===== src/rtl/brq_tap_pkg.sv =====
// Shared types and constants for the Buraq result tap.
package brq_tap_pkg;

    localparam int TAP_REG_DEFAULT = 10;
    localparam int DROP_CNT_MAX    = 255;

    // One queued result: sequence index plus the captured register value.
    typedef struct packed {
        logic [15:0] idx;
        logic [31:0] data;
    } brq_tap_entry_t;

endpackage


===== src/rtl/brq_sync_fifo.sv =====
// Single-clock FIFO with registered head output and full-with-pop pass-through.
module brq_sync_fifo
    import brq_tap_pkg::*;
#(
    parameter int WIDTH = 48,
    parameter int DEPTH = 8
) (
    input  logic                     brq_clk,
    input  logic                     brq_rst,
    input  logic                     push,
    input  logic                     pop,
    input  logic [WIDTH-1:0]         wdata,
    output logic [WIDTH-1:0]         rdata,
    output logic                     full,
    output logic                     empty,
    output logic [$clog2(DEPTH):0]   count
);

    localparam int AW = $clog2(DEPTH);

    logic [WIDTH-1:0] mem [DEPTH];
    logic [AW-1:0]    wr_ptr_p0;
    logic [AW-1:0]    rd_ptr_p0;
    logic [AW:0]      count_p0;
    logic             do_push;
    logic             do_pop;

    assign empty   = (count_p0 == '0);
    assign full    = (count_p0 == (AW+1)'(DEPTH));
    assign do_pop  = pop && !empty;
    // A full FIFO still accepts a push when the head leaves on the same edge.
    assign do_push = push && (!full || do_pop);

    assign rdata = empty ? '0 : mem[rd_ptr_p0];
    assign count = count_p0;

    always_ff @(posedge brq_clk) begin
        if (do_push) begin
            mem[wr_ptr_p0] <= wdata;
        end
    end

    always_ff @(posedge brq_clk) begin
        if (brq_rst) begin
            wr_ptr_p0 <= '0;
            rd_ptr_p0 <= '0;
            count_p0  <= '0;
        end else begin
            if (do_push) begin
                wr_ptr_p0 <= wr_ptr_p0 + 1'b1;
            end
            if (do_pop) begin
                rd_ptr_p0 <= rd_ptr_p0 + 1'b1;
            end
            case ({do_push, do_pop})
                2'b10:   count_p0 <= count_p0 + 1'b1;
                2'b01:   count_p0 <= count_p0 - 1'b1;
                default: count_p0 <= count_p0;
            endcase
        end
    end

endmodule


===== src/rtl/brq_result_tap.sv =====
// Snoops the register-file write port and streams every write to TAP_REG
// out through Reg_Out and a valid/ready FIFO with sequence indices.
module brq_result_tap
    import brq_tap_pkg::*;
#(
    parameter int DataWidth = 32,
    parameter int TAP_REG   = TAP_REG_DEFAULT,
    parameter int DEPTH     = 8,
    parameter int DEDUP     = 0,
    parameter int IdxWidth  = 16
) (
    input  logic                     brq_clk,
    input  logic                     brq_rst,
    input  logic                     rf_we,
    input  logic [4:0]               rf_waddr,
    input  logic [DataWidth-1:0]     rf_wdata,
    output logic [DataWidth-1:0]     Reg_Out,
    output logic                     res_valid,
    output logic [DataWidth-1:0]     res_data,
    output logic [IdxWidth-1:0]      res_idx,
    input  logic                     res_ready,
    output logic [$clog2(DEPTH):0]   res_count,
    output logic                     overflow,
    output logic [7:0]               drop_cnt
);

    localparam logic [4:0] TAP_ADDR = 5'(TAP_REG);
    localparam int         ENTRY_W  = IdxWidth + DataWidth;

    function automatic logic [7:0] sat_inc8(input logic [7:0] v);
        return (v == 8'(DROP_CNT_MAX)) ? v : v + 8'd1;
    endfunction

    logic [DataWidth-1:0] reg_out_p1;
    logic [IdxWidth-1:0]  next_idx_p1;
    logic                 captured_p1;
    logic                 overflow_p1;
    logic [7:0]           drop_cnt_p1;

    logic                 addr_hit_p0;
    logic                 dedup_ok_p0;
    logic                 vld_p0;
    logic                 pop_p0;
    logic                 push_ok_p0;
    logic                 fifo_full;
    logic                 fifo_empty;
    logic [ENTRY_W-1:0]   fifo_wdata;
    logic [ENTRY_W-1:0]   fifo_rdata;

    // Stage p0: capture decode on the write port
    assign addr_hit_p0 = rf_we && (rf_waddr == TAP_ADDR) && (rf_waddr != 5'd0);
    assign dedup_ok_p0 = (DEDUP == 0) || !captured_p1 || (rf_wdata != reg_out_p1);
    assign vld_p0      = addr_hit_p0 && dedup_ok_p0;
    assign pop_p0      = res_valid && res_ready;
    assign push_ok_p0  = !fifo_full || pop_p0;
    assign fifo_wdata  = {next_idx_p1, rf_wdata};

    brq_sync_fifo #(
        .WIDTH (ENTRY_W),
        .DEPTH (DEPTH)
    ) u_fifo (
        .brq_clk (brq_clk),
        .brq_rst (brq_rst),
        .push    (vld_p0),
        .pop     (res_ready),
        .wdata   (fifo_wdata),
        .rdata   (fifo_rdata),
        .full    (fifo_full),
        .empty   (fifo_empty),
        .count   (res_count)
    );

    // Stage p1: held value, index sequencing and drop accounting
    always_ff @(posedge brq_clk) begin
        if (brq_rst) begin
            reg_out_p1  <= '0;
            next_idx_p1 <= '0;
            captured_p1 <= 1'b0;
            overflow_p1 <= 1'b0;
            drop_cnt_p1 <= '0;
        end else if (vld_p0) begin
            reg_out_p1  <= rf_wdata;
            captured_p1 <= 1'b1;
            // Index advances even on a drop so consumers can see the gap.
            next_idx_p1 <= next_idx_p1 + 1'b1;
            if (!push_ok_p0) begin
                overflow_p1 <= 1'b1;
                drop_cnt_p1 <= sat_inc8(drop_cnt_p1);
            end
        end
    end

    assign Reg_Out   = reg_out_p1;
    assign res_valid = !fifo_empty;
    assign res_idx   = fifo_rdata[ENTRY_W-1:DataWidth];
    assign res_data  = fifo_rdata[DataWidth-1:0];
    assign overflow  = overflow_p1;
    assign drop_cnt  = drop_cnt_p1;

endmodule


===== config.mk =====
export PLATFORM = sky130hd
export DESIGN_NAME = brq_result_tap
export DESIGN_NICKNAME = d
export VERILOG_FILES = /design/src/rtl/brq_tap_pkg.sv /design/src/rtl/brq_sync_fifo.sv /design/src/rtl/brq_result_tap.sv
export SDC_FILE = /design/constraint.sdc
export NUM_CORES = 1
export LEC_CHECK = 0
export ABC_CLOCK_PERIOD_IN_PS = 9800
export CAP_MARGIN = 20
export CORE_AREA = 2 2 245 247
export CTS_BUF_LIST = sky130_fd_sc_hd__clkbuf_16
export CTS_CLUSTER_DIAMETER = 150
export DETAILED_ROUTE_END_ITERATION = 16
export DIE_AREA = 0 0 247 249
export GPL_TIMING_DRIVEN = 0
export PLACE_DENSITY = 0.45
export SLEW_MARGIN = 20
export SYNTH_ARGS = -nofsm -noshare
export SYNTH_HDL_FRONTEND = slang
export SYNTH_SLANG_ARGS = --single-unit

===== constraint.sdc =====
create_clock -name brq_clk -period 9.8 [get_ports brq_clk]
set_input_delay 0.98 -clock brq_clk [delete_from_list [all_inputs] [get_ports brq_clk]]
set_output_delay 0.98 -clock brq_clk [all_outputs]
set_load 0.005 [all_outputs]

== Word-level counts from Yosys, hierarchy flattened ==
Memories as Yosys holds them, arrays and structs flattened. A register that Yosys moved wholly into a read port is not among the register bits.
Index checks and enable logic that the tools add are counted.

* Register bits: 67
* Bits in writable memories: 384
* Input port bits: 41
* Output and inout port bits: 94
* Word-level logic and storage cells: 39
* Memories: 1

{| class="wikitable"
|+ Memory list
! memory !! depth !! bits a word !! read ports !! clocked after Yosys merged registers in !! write ports !! line !! source
|-
| u_fifo.mem || 8 || 48 || 1 || 1 || 1 || brq_sync_fifo.sv:21 || <nowiki>logic [WIDTH-1:0] mem [DEPTH];</nowiki>
|}

* Add/sub/neg operators: 6
* Equal/unequal tests: 5
* Muxes and demuxes: 6
* Bitwise gates (word level): 2
* Reductions and logical operators: 12

{| class="wikitable"
|+ Operators by type and width
! operator !! count
|-
| 48-bit 2-to-1 mux || 1
|-
| 16-bit by 1-bit adder with 16-bit output (second input constant) || 1
|-
| 8-bit by 1-bit adder with 8-bit output (second input constant) || 1
|-
| 8-bit == test (second input constant) || 1
|-
| 4-bit one-hot mux with 2 select lines || 1
|-
| 3-bit by 1-bit adder with 3-bit output (second input constant) || 2
|-
| 3-bit 2-to-1 mux || 2
|-
| 5-bit by 4-bit == test with 1-bit output (second input constant) || 1
|-
| 5-bit nonzero test || 1
|-
| 4-bit by 1-bit adder with 4-bit output (second input constant) || 1
|-
| 4-bit == test (second input constant) || 1
|-
| 1-bit logical AND || 4
|-
| 4-bit zero test || 1
|-
| 4-bit by 1-bit subtractor with 4-bit output (second input constant) || 1
|-
| 3-bit AND reduction || 1
|-
| 2-bit by 1-bit == test with 1-bit output (second input constant) || 1
|-
| 2-bit == test (second input constant) || 1
|-
| 1-bit zero test || 2
|-
| 1-bit 2-to-1 mux || 2
|-
| 1-bit inverter || 2
|-
| 2-bit AND reduction || 1
|-
| 2-bit nonzero test || 1
|-
| 1-bit logical OR || 1
|}

== Longest topological paths before layout ==
* Depth after elaboration: 7
* Gate-level depth with buffers: 12

== Cells and area by module ==
Synthesis repeated with hierarchy kept, for this count alone.

* Cell total of the unflattened synthesis: 974
* Area total of the unflattened synthesis: 17,600.6 um^2

{| class="wikitable"
|+ By module, submodules not included
! module !! times used !! cells an instance !! area each (um^2)
|-
| brq_sync_fifo || 1 || 691 || 15,293.4
|-
| brq_result_tap || 1 || 283 || 2,307.2
|}

== Least setup slack after synthesis ==
OpenSTA, ideal clock, no wires.

* Kind: input -> register
* Start: input port rf_waddr[0]
* End: memory u_fifo.mem[0][0] (enable)
* Setup time: 0.574 ns
* Arrival: 6.572 ns
* Required time: 9.226 ns
* Slack: 2.653 ns
* Cell stages on the path: 3
* Path buffers: 0
* Path through: nor4bb_1 o211ai_1 nor4_1

* Longest elaborated chain between the ends: 6

{| class="wikitable"
|+ RTL lines
! item !! line !! source
|-
| start: declaration || brq_result_tap.sv:15 || <nowiki>input logic [4:0] rf_waddr,</nowiki>
|-
| 5-bit by 4-bit == test with 1-bit output || brq_result_tap.sv:51 || <nowiki>assign addr_hit_p0 = rf_we && (rf_waddr == TAP_ADDR) && (rf_waddr != 5'd0);</nowiki>
|-
| 1-bit logical AND || brq_result_tap.sv:51 ||
|-
| 1-bit logical AND * || brq_result_tap.sv:51 ||
|-
| 1-bit logical AND * || brq_sync_fifo.sv:32 || <nowiki>assign do_push = push && (!full || do_pop);</nowiki>
|-
| 1-bit 2-to-1 mux * || brq_sync_fifo.sv:38 || <nowiki>if (do_push) begin</nowiki>
|-
| 1-bit 2-to-1 mux (not written as such) * || brq_sync_fifo.sv:39 || <nowiki>mem[wr_ptr_p0] <= wdata;</nowiki>
|-
| end: declaration || brq_sync_fifo.sv:21 ||
|}

Every way passes the cells marked *; elsewhere a longest branch is shown, timed or not.

==> impl_metrics.yaml <==
yosys:
  synth_top_area_share_pct: 66.16
  yosysWarnings: 0
  synth_edf_count: 384
  yosysTopAreaCell: "edfxtp_1"
  synthDistinctLibCells: 38
  syn_avg_cell_area_sq_um: 18.02
  async_flop_share_pct: 0
  synth-seq-cells: 454
  synth_area_sq_um: 17430
  synth.most_common_cell: "edfxtp_1"
  ys.flop_type: "edfxtp_1"
  syn_inst: 967
  synthesis.nets: 1015
  ys_top_cells_by_area: "edfxtp_1 (66%), mux4_2 (12%), dfxtp_1 (8.0%)"
  synth_seq_area_share_pct: 74.20
  synth_common_cells: "edfxtp_1 (384), mux4_2 (96), nor2_1 (76)"
global_routing:
  grt_util_met3_pct: 3.221
  grt-busiest-layer: "met2"
  grt_use_met2_pct: 23.14
  overflow: 0
  grt_max_degree: 20
  grtUsageMet1_pct: 20.31
  groute.usage.overall_pct: 14.59
  grt_pass1_vias: 9921
  antenna_found_initial: 2
  grt_pass1_wl_um: 66120
timing:
  clock.fmax_ghz: 0.2095
  rsz0062_at_grt: "false"
  period_minus_slack_ns: 4.774
  hold_viol_final: 0
  worst_pin_slew_ns: 1.047
  slew_viol_final: 0
  setup_viol: 0
  fin_skew_ns: 0.01015
  slew_headroom_pct: 29.92
  tns_ns: 0
  fin_crit_sh_pct: 48.72
route:
  wire_per_inst_um: 21.87
  first_pass_iters: 5
  via_per_inst: 4.611
  wirelength_um: 44150
  vias: 9310
  drc_errors: 0
  ant_nets: 0
  dr.first_iter.drc_count: 683
critical_path:
  end_kind: "output port"
  worstPathArrival_ns: 3.79
  startpoint_type: "flop"
  cp.required_ns: 8.82
  crit_type: "flop to output port"
  critPathMaxFanout: 10
  r2r_slack_ns: 6.39
cts:
  insertion_delay_ns: 0.58
  clock-sinks: 454
  htree_levels: 2
  cts.path.max_buffers: 3
  ctsResizeCount: 0
  ctsHoldBuffers: 0
  post_cts_buffers: 0
  cts_made_buffers: 49
  cts-root-buf: "clkbuf_16"
  path_clk_slew_ns: 0.06
  cts_tree: "yes"
power_and_ir_drop:
  p_int_mw: 3.167
  max-vdd-ir-drop_mv: 0.1193
  pwr-share-seq_pct: 52.6
  switching_share_pct: 20.17
  leakagePower_nw: 6.723
  power_density_nw_per_um2: 180.7
  pwr-share-clk_pct: 45.1
  combPwrFrac_pct: 2.3
  p_sw_mw: 0.8000
finish:
  fill_cells: 5416
  seqCellArea_sq_um: 12930
  area_growth_pct: 25.94
  fin_nets: 1253
  final_cell_area_sq_um: 21950
  drive_gt1_share_pct: 19.34
  antennaDiodeCount: 0
  multiInputGateArea_sq_um: 4320
placed_design:
  port_buffers: 133
  dp_hpwl_um: 29720
  gp_congestion: 0.7296
  placedInstanceArea_sq_um: 20390
floorplan:
  design.die.area_sq_um: 61500
  initial_utilization_pct: 29.70
  ioPinCount: 135
  dieHeight_um: 249
  core_area_sq_um: 58690
  die_x_um: 247
  row_count: 89
job:
  cap_violations: 0
status:
  status: "complete, no violations"
hold_path:
  holdCritPathClass: "flop to flop"
## logic make-up (layout without fill, tap and decap cells)
group           after synthesis  count (layout)  share of synthesized area [%]
buf+inv                      60             339                          1.328
flops                       454             454                          74.20
mux                         151             151                          15.59
xor+xnor                     15              15                         0.7538
simple gates                214             214                          5.635
fa+ha+maj                     7               7                         0.5025
compound gates               66              66                          1.996
## path summary, 6_finish.rpt
check | from | to | cells after the start
setup / recovery | flop | res_idx[7] | 7
hold / removal | Reg_Out[29] | Reg_Out[29] | 2
hold reg to reg | Reg_Out[29] | Reg_Out[29] | 2
setup reg to reg | u_fifo.count[1] | u_fifo.count[2] | 12
## layer usage
layer  share of wire [%]  routed length (um)  up-vias
met4                 1.8                 815        4
met2                  47               20680      167
li1                    -                   -     4276
met5               0.061                  27        -
met1                  47               20660     4798
met3                 4.4                1955       65
## worst max-delay path: stages (launching register included)
cell and delay [ns]:
dfxtp_1 0.30, clkbuf_1 0.34, clkbuf_1 0.63, clkbuf_1 0.72, mux4_2 0.40, mux2i_1 0.26, nor2_1 0.08, clkdlybuf4s50_1 0.48
## registers in the layout, indices dropped and copies added, names as in the netlist, named ones only
signal,count
drop_cnt,8
Reg_Out,32
overflow,1
u_fifo.mem,384
u_fifo.count,4
u_fifo.wr_ptr_p0,3
u_fifo.rd_ptr_p0,3
next_idx_p1,16
## power groups by stage
stage / sequential [mW] / combinational, mW / clock, mW
global route: 2.09 / 0.100 / 1.92
floorplan: 2.13 / 0.0335 / 0
finish: 2.09 / 0.0912 / 1.79
detailed placement: 2.13 / 0.0942 / 0
global placement: 2.13 / 0.0918 / 0
CTS: 2.09 / 0.0946 / 1.84
## layout make-up
class	instances	share of cell area, %
Timing Repair Buffer	187	8.813
Inverter	7	0.1197
Clock inverter	41	1.294
Clock buffer	51	5.814
Tap cell	773	4.406
Buffer	53	0.9519
Sequential cell	454	58.92
Multi-Input combinational cell	453	19.68
## through the flow
step / util [%] / worst slack (ns) / instances / hold slack [ns] / total power, mW
floorplan: - / 2.653 / 967 / 0.4421 / 2.161
global placement: 33.62 / -4.763 / 1873 / 0.4433 / 2.220
detailed placement: 34.74 / 5.008 / 1927 / 0.4494 / 2.222
CTS: 37.40 / 4.769 / 2019 / 0.4581 / 4.018
global route: 37.40 / 4.663 / 2019 / 0.4778 / 4.107
finish: 37.40 / 5.026 / 2019 / 0.4547 / 3.967
## placed cells by master, fill, tap and decap left out, types with 3 or more instances in the layout
master,netlist,final
mux4_2,96,96
clkinv_1,0,11
clkinv_2,0,9
or3_1,10,10
buf_4,0,26
o31ai_1,4,4
mux2i_1,52,52
buf_1,7,6
or4_1,4,4
nor2_4,0,3
edfxtp_1,384,384
buf_16,0,6
xnor2_1,6,6
nor2b_1,5,5
a21oi_1,47,47
clkbuf_2,0,3
buf_12,0,3
bufinv_16,0,4
ha_1,7,7
nand2b_1,6,6
nand4_1,4,4
nand3_1,9,9
clkbuf_1,41,39
buf_2,5,10
xor2_1,9,9
nor2_1,76,73
nand2_1,75,75
dfxtp_1,70,70
inv_1,7,21
mux2_2,3,3
nor3_2,0,4
clkdlybuf4s50_1,0,133
buf_6,0,14
o21ai_0,12,12
clkbuf_16,0,51
nor4_1,5,4
Note: power is estimated with default switching activity, not from simulation.
==> RTL change: new RTL, same settings <==
Make the reset (`brq_rst`) asynchronous in 2 clocked blocks.
--- a/src/rtl/brq_sync_fifo.sv
+++ b/src/rtl/brq_sync_fifo.sv
@@ -41,5 +41,5 @@
     end
 
-    always_ff @(posedge brq_clk) begin
+    always_ff @(posedge brq_clk or posedge brq_rst) begin
         if (brq_rst) begin
             wr_ptr_p0 <= '0;
--- a/src/rtl/brq_result_tap.sv
+++ b/src/rtl/brq_result_tap.sv
@@ -72,5 +72,5 @@
 
     // Stage p1: held value, index sequencing and drop accounting
-    always_ff @(posedge brq_clk) begin
+    always_ff @(posedge brq_clk or posedge brq_rst) begin
         if (brq_rst) begin
             reg_out_p1  <= '0;
Behaviour: differs if brq_rst is asserted again (counterexample within 4 cycles, from zero or initial values and one cycle with brq_rst high); with brq_rst held inactive, the same outputs for 4 cycles.
==> RTL change against the original RTL <==
  * Utilization rose by 0.12 points
  * Sequential cell count fell by 3
  * Final cell count fell by 3.8%
  * Wire length fell by 3.9%
  * Final area rose by 0.31%
  * Worst setup slack improved by 0.33 ns
  * Global-route usage fell by 0.43 points
  * Area after synthesis rose by 0.39%
  * Non-clock buffer count fell by 30
Power is not compared: it rests on default switching activity, and its combinational part moved more than twofold at a synthesized area within 25%.
==> RTL change: results (changes against the original RTL) <==
- Initial DRC count: 532 (-22%)
- Share of cells above drive strength 1: 21.0% (+1.7 points)
- Outcome: completed
- Placed Area: 20500 um^2 (+0.39%)
- Post-synth top area share: 65.9% (-0.26 points)
- Met3 Use GR: 2.94% (-0.28 points)
- Post-synthesis sequential area ratio: 75.5% (+1.3 points)
- Tightest Pin Transition: 1.02 ns (-0.0247 ns)
- Post-Place Cells: 1849 (-4.0%)
- Vias: 8825 (-5.2%)
- CTS Buf Count: 50 (+2.0%)
- Final net count: 1176 (-6.1%)
- Setup Skew: 0.0106 ns (+0.000458 ns)
- Synth top cells by count: edfxtp_1, nand2_1, mux4_2, dfrtp_1, nor2_1
- Vias/cell: 4.54 (-1.5%)
- Routed len/inst: 21.9 um (about the same)
- Dpl hpwl: 27700 um (-6.9%)
- Fill count: 5407 (-0.17%)
- Crit path DAT: 3.46 ns (-0.33 ns)
- Worst reg2reg path depth: 8 (-4)
- GRT Total Usage: 14.2% (-0.43 points)
- Port Buf Inserts: 134 (+0.75%)
- Worst Hold Launch: Reg_Out[27]
- R2R Path Start: u_fifo.count[3]
- First-pass GRT wire length: 64200 um (-2.9%)
- Largest net degree at the start of global routing: 42 (+110%)
- Synth top area cells: edfxtp_1, mux4_2, dfrtp_1
## RTL change: changes by cell type after synthesis, sizes merged, moves of 11 or more
cell    unedited run  this run
nand2             75       116
or3               11         0
o21ai             12         1
buf               12        24
a21oi             47         2
nor2              76        60
dfrtp              0        67
dfxtp             70         0
clkbuf            41        18
xnor2              6        17
## RTL change: kinds of logic (layout without fill, tap and decap cells)
kind of cell / Yosys count / count (layout) / share of synthesized area [%]
AND/OR/NAND/NOR: 222 / 222 / 5.68
multiplexers: 148 / 148 / 15.4
adder cells (fa/ha/maj): 7 / 7 / 0.501
XOR/XNOR: 28 / 28 / 1.40
flip-flops: 451 / 451 / 75.5
AO/OA/AOI/OAI: 7 / 7 / 0.293
buffers and inverters: 45 / 306 / 1.29
## RTL change: stage by stage
step | setup slack [ns] | hold WS (ns) | power [mW]
2_1_floorplan | 4.32 | 0.459 | 3.10
3_3_place_gp | -0.534 | 0.455 | 3.87
3_5_place_dp | 5.54 | 0.463 | 3.87
4_1_cts | 5.28 | 0.479 | 5.68
5_1_grt | 5.22 | 0.490 | 5.84
6_report | 5.36 | 0.474 | 5.55
## RTL change: cell type report
class	count	area (um^2)	share of cell area (%)
Clock buffer	51	1280	5.80
Sequential cell	451	13200	60.0
Inverter	3	13.8	0.0625
Tap cell	773	967	4.39
Timing Repair Buffer	168	1940	8.82
Buffer	42	214	0.972
Multi-Input combinational cell	412	4120	18.7
Clock inverter	42	278	1.26
## RTL change: power by group through the flow
stage          combinational, mW  sequential, mW  clock (mW)
2_1_floorplan              0.881            2.22           0
3_3_place_gp                1.64            2.23           0
3_5_place_dp                1.65            2.23           0
4_1_cts                     1.65            2.19        1.84
5_1_grt                     1.74            2.19        1.90
6_report                    1.59            2.19        1.78
## RTL change: worst max path at each step
stage,startpoint,endpoint,slack (ns),cells past startpoint
2_1_floorplan,rf_waddr[2],u_fifo.mem[0][0],4.32,4
3_3_place_gp,res_ready,u_fifo.mem[0][13],-0.53,5
3_5_place_dp,res_ready,u_fifo.mem[0][10],5.54,9
4_1_cts,u_fifo.count[0],res_idx[7],5.28,5
5_1_grt,u_fifo.count[0],res_idx[4],5.22,5
6_report,u_fifo.count[0],res_idx[7],5.36,5
## RTL change: worst max-delay path: stages, from the launching register on
cell	delay, ns
dfrtp_1	0.51
nor4_4	0.63
clkbuf_1	0.67
buf_2	0.41
nor2_1	0.17
clkdlybuf4s50_1	0.48
## RTL change: routing by layer
layer	share of wire, %	vias to the layer above
met5	0.059	-
met4	1.4	4
met3	4.6	50
met2	47	181
met1	47	4596
li1	-	3994
